## config.mk

```make
export PLATFORM = sky130hd
export DESIGN_NAME = carregador_ram
export DESIGN_NICKNAME = d
export VERILOG_FILES = /design/src/rtl/carregador_pkg.sv /design/src/rtl/sincroniza_borda.sv /design/src/rtl/carregador_ram.sv
export SDC_FILE = /design/constraint.sdc
export NUM_CORES = 1
export LEC_CHECK = 0
export ABC_AREA = 1
export CORE_MARGIN = 2
export CORE_UTILIZATION = 36
export CTS_CLUSTER_DIAMETER = 100
export DETAILED_ROUTE_END_ITERATION = 8
export PLACE_DENSITY_LB_ADDON = 0.1
export SLEW_MARGIN = 20
export SYNTH_ARGS = -nofsm -noshare
export SYNTH_HDL_FRONTEND = slang
export SYNTH_HIERARCHICAL = 1
export SYNTH_SLANG_ARGS = --single-unit
```

## constraint.sdc

```tcl
create_clock -name Clock -period 1.5 [get_ports Clock]
set_input_delay 0.45 -clock Clock [delete_from_list [all_inputs] [get_ports Clock]]
set_output_delay 0.45 -clock Clock [all_outputs]
set_load 0.02 [all_outputs]
```

## src/rtl/carregador_pkg.sv

```systemverilog
// carregador_pkg -- shared definitions for the program loader.
//   estadoT             : loader FSM state encoding
//   ADDR_WIDTH_PADRAO   : default RAM address width
//   DATA_WIDTH_PADRAO   : default RAM word width
//   RAM_DEPTH           : number of words in the default RAM
package carregador_pkg;

  localparam int ADDR_WIDTH_PADRAO = 4;
  localparam int DATA_WIDTH_PADRAO = 8;
  localparam int RAM_DEPTH         = 2 ** ADDR_WIDTH_PADRAO;

  typedef enum logic [1:0] {
    OCIOSO      = 2'd0,
    CARREGANDO  = 2'd1,
    VERIFICANDO = 2'd2,
    CONCLUIDO   = 2'd3
  } estadoT;

endpackage

```

## src/rtl/sincroniza_borda.sv

```systemverilog
// sincroniza_borda -- two-flop synchronizer plus rising-edge detector for a
// raw asynchronous input (key or switch).
//   clock   : system clock
//   resetn  : asynchronous active-low reset, clears all three flops
//   entrada : raw asynchronous input
//   borda   : one-cycle pulse when the synchronized input goes 0 -> 1
module sincroniza_borda (
  input  logic clock,
  input  logic resetn,
  input  logic entrada,
  output logic borda
);

  logic s1;
  logic s2;
  logic prev;

  always_ff @(posedge clock or negedge resetn) begin
    if (!resetn) begin
      s1   <= 1'b0;
      s2   <= 1'b0;
      prev <= 1'b0;
    end else begin
      s1   <= entrada;
      s2   <= s1;
      prev <= s2;
    end
  end

  assign borda = s2 & ~prev;

endmodule

```

## src/rtl/carregador_ram.sv

```systemverilog
// carregador_ram -- fills the processor RAM from the switch bank, one byte
// per strobe, at an auto-incrementing address.
//   Clock    : system clock
//   Resetn   : asynchronous active-low reset
//   Dados    : byte to store (switches)
//   Strobe   : raw write request, synchronized internally
//   Inicio   : one-cycle pulse, (re)starts a load at address 0
//   Fim      : when high at a strobe edge, ends the load without writing
//   MemQ     : RAM read data (1-cycle latency), used only by readback verify
//   MemAddr  : RAM address
//   MemData  : RAM write data
//   MemWrite : one-cycle RAM write enable
//   Contagem : words written in the current load (0..depth)
//   Ocupado  : load in progress
//   Pronto   : load finished, processor may run
//   Erro     : sticky readback mismatch
// Optional build macro CARREGADOR_VERIFICA_EN adds a readback check of every
// written word; without it MemQ is ignored and Erro is constant 0.
module carregador_ram
  import carregador_pkg::*;
#(
  parameter int ADDR_WIDTH = ADDR_WIDTH_PADRAO,
  parameter int DATA_WIDTH = DATA_WIDTH_PADRAO
) (
  input  logic                  Clock,
  input  logic                  Resetn,
  input  logic [DATA_WIDTH-1:0] Dados,
  input  logic                  Strobe,
  input  logic                  Inicio,
  input  logic                  Fim,
  input  logic [DATA_WIDTH-1:0] MemQ,
  output logic [ADDR_WIDTH-1:0] MemAddr,
  output logic [DATA_WIDTH-1:0] MemData,
  output logic                  MemWrite,
  output logic [ADDR_WIDTH:0]   Contagem,
  output logic                  Ocupado,
  output logic                  Pronto,
  output logic                  Erro
);

  localparam int PROFUNDIDADE = 2 ** ADDR_WIDTH;
  localparam logic [ADDR_WIDTH:0] CONTAGEM_MAX = (ADDR_WIDTH + 1)'(PROFUNDIDADE);

  logic borda;

  estadoT                estado,      estadoProx;
  logic [ADDR_WIDTH:0]   contagem,    contagemProx;
  logic [ADDR_WIDTH-1:0] endereco,    enderecoProx;
  logic [DATA_WIDTH-1:0] dado,        dadoProx;
  logic                  escrita,     escritaProx;
  logic                  erro,        erroProx;
  logic                  passo,       passoProx;

  sincroniza_borda uSincroniza (
    .clock   (Clock),
    .resetn  (Resetn),
    .entrada (Strobe),
    .borda   (borda)
  );

  always_ff @(posedge Clock or negedge Resetn) begin
    if (!Resetn) begin
      estado   <= OCIOSO;
      contagem <= '0;
      endereco <= '0;
      dado     <= '0;
      escrita  <= 1'b0;
      erro     <= 1'b0;
      passo    <= 1'b0;
    end else begin
      estado   <= estadoProx;
      contagem <= contagemProx;
      endereco <= enderecoProx;
      dado     <= dadoProx;
      escrita  <= escritaProx;
      erro     <= erroProx;
      passo    <= passoProx;
    end
  end

  always_comb begin
    estadoProx   = estado;
    contagemProx = contagem;
    enderecoProx = endereco;
    dadoProx     = dado;
    escritaProx  = 1'b0;
    erroProx     = erro;
    passoProx    = passo;

    // Inicio has priority over everything, including a coincident edge.
    if (Inicio) begin
      estadoProx   = CARREGANDO;
      contagemProx = '0;
      enderecoProx = '0;
      erroProx     = 1'b0;
      passoProx    = 1'b0;
    end else begin
      case (estado)
        CARREGANDO: begin
`ifdef CARREGADOR_VERIFICA_EN
          if (escrita) begin
            // Write cycle just ended: read the word back before accepting more.
            estadoProx = VERIFICANDO;
            passoProx  = 1'b0;
          end else
`else
          // Completion is deferred by one cycle so Pronto follows the last
          // write cycle instead of overlapping it.
          if (escrita && contagem == CONTAGEM_MAX) begin
            estadoProx = CONCLUIDO;
          end else
`endif
          if (borda) begin
            if (Fim) begin
              estadoProx = CONCLUIDO;
            end else begin
              // Contagem equals the next free address while below the depth.
              enderecoProx = contagem[ADDR_WIDTH-1:0];
              dadoProx     = Dados;
              escritaProx  = 1'b1;
              contagemProx = contagem + 1'b1;
            end
          end
        end
`ifdef CARREGADOR_VERIFICA_EN
        VERIFICANDO: begin
          // First cycle presents the address, MemQ is valid on the second.
          if (!passo) begin
            passoProx = 1'b1;
          end else begin
            passoProx = 1'b0;
            if (MemQ != dado) erroProx = 1'b1;
            estadoProx = (contagem == CONTAGEM_MAX) ? CONCLUIDO : CARREGANDO;
          end
        end
`endif
        default: ;  // OCIOSO and CONCLUIDO ignore strobe edges
      endcase
    end
  end

  assign MemAddr  = endereco;
  assign MemData  = dado;
  assign MemWrite = escrita;
  assign Contagem = contagem;
  assign Ocupado  = (estado == CARREGANDO) || (estado == VERIFICANDO);
  assign Pronto   = (estado == CONCLUIDO);

`ifdef CARREGADOR_VERIFICA_EN
  assign Erro = erro;
`else
  assign Erro = 1'b0;
  logic unusedMemQ;
  assign unusedMemQ = ^MemQ;
`endif

endmodule

```

Word level (Yosys, flattened, before mapping)
Cells that the tools add are included.
- input bits: 21
- flip-flop bits (word level): 23
- logic and storage cells: 49
- muxes and demuxes: 20
- reductions and logical operators: 9
- add/subtract/negate cells: 1
- equality and inequality tests: 6
- bitwise gates (word level): 5
- operators by type and width (kind ; number):
    $mux W5 ; 5
    $mux W4 ; 5
    $mux W2 ; 5
    $reduce_bool A3 Y1 ; 2
    $add A5 B1 Y5 const B ; 1
    $eq A5 B5 Y1 const B ; 1
    $mux W1 ; 5
    $reduce_and A5 Y1 ; 1
    $eq A2 B2 Y1 const B ; 2
    $ne A2 B2 Y1 const B ; 2
    $not A1 Y1 ; 4
    $reduce_and A4 Y1 ; 1
    $reduce_bool A2 Y1 ; 2
    $reduce_and A3 Y1 ; 1
    $eq A2 B1 Y1 const B ; 1
    $and A1 B1 Y1 ; 1
    $logic_and A1 B1 Y1 ; 1
    $logic_or A1 B1 Y1 ; 1

Longest topological paths before layout
- depth after elaboration: 6
- gate-level depth with buffers: 10

By module
The synthesis kept the hierarchy.
- by module, submodules not included (module ; sequential area each (sq um) ; cells each ; area an instance (sq um) ; instances):
    carregador_ram ; 500.5 ; 117 ; 988.4 ; 1
    sincroniza_borda ; 75.1 ; 5 ; 85.1 ; 1

Worst setup path before layout
Ideal clock, no wire load.
- kind: reg-to-reg
- start point: register contagem[0], in the netlist Contagem[0]
- end point: register endereco[0], in the netlist MemAddr[0]
- stages on the path, launching flop included: 11
- required time: 1.383 ns
- data arrival time: 1.371 ns
- library setup time: 0.117 ns
- setup slack: 0.012 ns
- path buffers: 1
- cell sequence: dfrtp_1 inv_1 ha_1 inv_1 nor2_2 nand2_4 nand3_4 inv_6 buf_12 nand2_2 nand2_1
- word-level cells in the longest chain between the ends: 5
- elaborated cells on any way between the ends: 9
- classes of those cells: 2 x eq/ne; 5 x mux; 2 x reduce/logical
- RTL lines (what ; line ; source):
    from (decl) ; carregador_ram.sv:47 ; logic [ADDR_WIDTH:0] contagem, contagemProx;
    from (signal assigned) ; carregador_ram.sv:72 ; contagem <= contagemProx;
    branches (longest 5 deep; another with $eq A5 B5 Y1) ; n/a ;
    to (signal assigned) ; carregador_ram.sv:73 ; endereco <= enderecoProx;
    to (decl) ; carregador_ram.sv:48 ; logic [ADDR_WIDTH-1:0] endereco, enderecoProx;
Several ways; the timed one is not identified. The select of a mux whose other input is x is not followed.
A chain may end at the register's enable or synchronous reset.

Worst setup path in the final report
- start point: register estado[1]
- end point: output Ocupado
- word-level cells in the longest chain between the ends: 2
- elaborated cells on any way between the ends: 3
- classes of those cells: 2 x eq/ne; 1 x reduce/logical
- RTL lines (what ; line ; source):
    from (decl) ; carregador_ram.sv:46 ; estadoT estado, estadoProx;
    from (signal assigned) ; carregador_ram.sv:71 ; estado <= estadoProx;
    $eq A2 B1 Y1 or $eq A2 B2 Y1 (tied branches) ; carregador_ram.sv:146 ; assign Ocupado = (estado == CARREGANDO) || (estado == VERIFICANDO);
    $logic_or A1 B1 Y1 * ; carregador_ram.sv:146 ;
    to (decl) ; carregador_ram.sv:36 ; output logic Ocupado,
Every way passes the cells marked *; elsewhere a longest branch is shown, timed or not.

==> impl_metrics.yaml <==
run_status:
  status: "complete, but fails checks"
  violations: "setup timing"
synth:
  synthTopCellsByArea: "dfrtp_1 54%, nand2_1 20%, ha_1 4.7%"
  ys_warn_count: 6
  avgSynthCellArea_um2: 8.799
  netlist_instances: 122
  yosysTopAreaCellShare_pct: 53.61
  synth_fp_nets: 147
  yosysUniqueCellTypes: 18
  synth_seq_cells: 23
  ys_seq_area_share_pct: 53.61
  synth_top_cell_by_area: "dfrtp_1"
  syn_area_mm2: 0.001074
critical_path:
  end_kind: "output port"
  crit_arrival_ns: 1.17
  path_cells: "inv_2, ha_4, inv_2, buf_6"
  max_stage_delay_ns: 0.40
  reg2reg_depth: 9
  crit_top_cell: "inv_2"
  cp_max_fo: 2
  path_buf_inv: 3
  crit_family: "flip-flops"
  worstSetupPathType: "flip-flop to output port"
  cp.depth: 4
  required_ns: 1.05
  startpoint_type: "flip-flop"
  slowest_stage: "dfrtp_1"
power:
  p_sw_share_pct: 32.49
  p_clk_share_pct: 18.7
  power.density_mw_per_mm2: 963.1
  p_leak_nw: 0.8522
  p_sw_w: 0.0004878
  seqPwrFrac_pct: 49.6
  peakVddDrop_mv: 0.5311
  p_int_w: 0.001014
  pwr-share-comb_pct: 31.7
sta:
  period_minus_slack_ns: 1.616
  hold_viol: 0
  rsz0062_at_grt: "true"
  setup_ws_ns: -0.1157
  slew_violations: 0
  finalCritPeriodShare_pct: 107.7
  setup_viol: 2
  fin_skew_ns: 0.006755
  fmax_mhz: 618.9
die:
  io_pins: 42
  core_mm2: 0.002805
  rows: 19
  die_w_um: 58.61
  initial_utilization_pct: 38.27
  dieArea_mm2: 0.003435
  die_y_um: 58.61
route:
  wirelength_mm: 2.101
  ant_nets: 0
  dr_wl_met2_mm: 1.023
  viasPerCell: 4.483
  drc: 0
  wl_met1_um: 964
  vias: 901
  firstDrtPassIters: 4
  wire_per_inst_um: 10.45
  met3RoutedLength_um: 101
  drtIter0Drc: 6
  maxUsedRoutingLayer: "met4"
clock_tree:
  clk_pin_slew_ns: 0.13
  clock_path_buffers: 2
  cts.sinks: 23
  clk_latency_ns: 0.30
  cts_hold_buf: 0
  cts-root-buf: "clkbuf_4"
  cts.htree.levels: 1
  cts_tree: "built"
  numCtsBuffers: 3
global_route:
  grt_pass1_vias: 905
  track_usage_pct: 14.02
  antenna_found_initial: 0
  grt-ovfl-total: 0
  grt_max_degree: 24
  grt_pass1_wl_mm: 3.774
finish:
  area_growth_pct: 45.22
  fin_util_pct: 55.58
  final_layout_size_suffix_gt1_share_pct: 24.12
  nets: 196
  antennaDiodeCount: 0
job:
  drv_cap: 0
place:
  port_buffers: 32
  pre_cts_ws_ns: -0.2537
  dp_hpwl_mm: 1.560
  place_congestion: 0.7355
min_path:
  holdPathStages: 0
  hp-class: "flip-flop to flip-flop"
==> cell usage in the layout, fill, tap and decap left out <==
cell	instances
nor2_2	3
dfrtp_2	1
nand4_1	1
clkdlybuf4s15_1	10
conb_1	1
nand3_4	1
xor2_1	3
ha_4	2
nand3b_4	1
buf_2	1
clkinv_2	1
buf_12	1
ha_1	2
nand2_4	1
clkdlybuf4s50_1	12
buf_6	4
inv_2	2
inv_6	1
clkbuf_2	6
inv_1	9
nand2_1	58
dlygate4sd2_1	1
clkbuf_4	3
buf_4	11
nor2_1	4
o21ai_1	1
nand3_1	5
dfrtp_1	22
nand2_2	2
==> final cells by class <==
class / count / area (um^2)
fillers: 268 / 1246
multi-input cells: 85 / 454.2
well taps: 31 / 38.79
repair buffers: 46 / 411.6
clock inverters: 1 / 5.005
clock buffers: 3 / 22.52
inverters: 12 / 50.05
flip-flops and latches: 23 / 576.8
==> Yosys cell counts <==
library cell	number
nor2_2	3
nand2_1	58
o21ai_0	1
nand3_4	1
nor2_1	4
nand3b_2	1
nand2_4	1
dfrtp_1	23
inv_6	1
buf_4	1
xor2_1	3
nand4_1	1
buf_12	1
conb_1	1
nand3_1	5
nand2_2	2
inv_1	11
ha_1	4
==> power groups by stage <==
stage                     Clock, W  Combinational, W  Sequential [W]
final                     0.000280          0.000476        0.000745
after global routing      0.000325          0.000524        0.000756
after global placement           0          0.000481        0.000752
after detailed placement         0          0.000489        0.000755
after CTS                 0.000298          0.000466        0.000743
after floorplan                  0          0.000144        0.000842
==> stage by stage <==
stage / instances / hold slack [ns] / TNS, ns / area [um^2] / total power (W)
after global placement: 195 / 0.3342 / -3.593 / 1508 / 0.001233
after CTS: 200 / 0.3687 / -0.2424 / 1549 / 0.001507
after floorplan: 122 / 0.1544 / 0 / 1074 / 0.0009856
after detailed placement: 195 / 0.3379 / -3.676 / 1508 / 0.001244
after global routing: 201 / 0.3831 / -0.3339 / 1559 / 0.001606
final: 201 / 0.3647 / -0.2087 / 1559 / 0.001502
==> repair_timing <==
action / CTS / global route
pin swaps: 0 / 2
gates resized for setup: 39 / 26
endpoints found under the hold margin: 0 / 0
setup endpoints to repair: 20 / 28
setup buffers: 1 / 1
==> per-layer routing <==
layer	global-route usage, %	vias up
met1	17.56	417
met3	3.297	2
met2	24.24	17
met5	0	-
met4	3.896	0
li1	-	465
==> sequential cells by signal, summed over array words and instances, names as in the netlist <==
name and count:
MemData 8, Contagem 5, MemAddr 4, estado 2, MemWrite 1, uSincroniza/prev 1
uSincroniza/s1 1, uSincroniza/s2 1
==> worst reg2reg max path: stages, from the launching register on <==
cell and delay (ns):
dfrtp_2 0.45, inv_1 0.08, ha_1 0.14, inv_1 0.04, nor2_2 0.16, nand2_4 0.09
nand3_4 0.10, inv_6 0.08, nand2_1 0.08, nand2_1 0.05
==> worst paths after layout <==
path	slack, ns	start	end
max	-0.12	estado[1]	Ocupado
min	0.36	uSincroniza/s1	uSincroniza/s2
max reg2reg	0.15	Contagem[0]	MemAddr[3]
min reg2reg	0.36	uSincroniza/s1	uSincroniza/s2
max in group asynchronous	0.77	Resetn	Contagem[0]
min in group asynchronous	0.48	Resetn	estado[0]
==> kinds of logic (layout without fill, tap and decap cells) <==
group / Yosys count / after routing / share of synthesized area, %
AO/OA/AOI/OAI: 1 / 1 / 0.4658
XOR/XNOR: 3 / 3 / 2.448
adder cells (fa/ha/maj): 4 / 4 / 4.662
buffers and inverters: 14 / 62 / 7.227
flip-flops: 23 / 23 / 53.61
other: 1 / 1 / 0.3493
AND/OR/NAND/NOR: 76 / 76 / 31.24
Power figures use the tool's default switching activity.
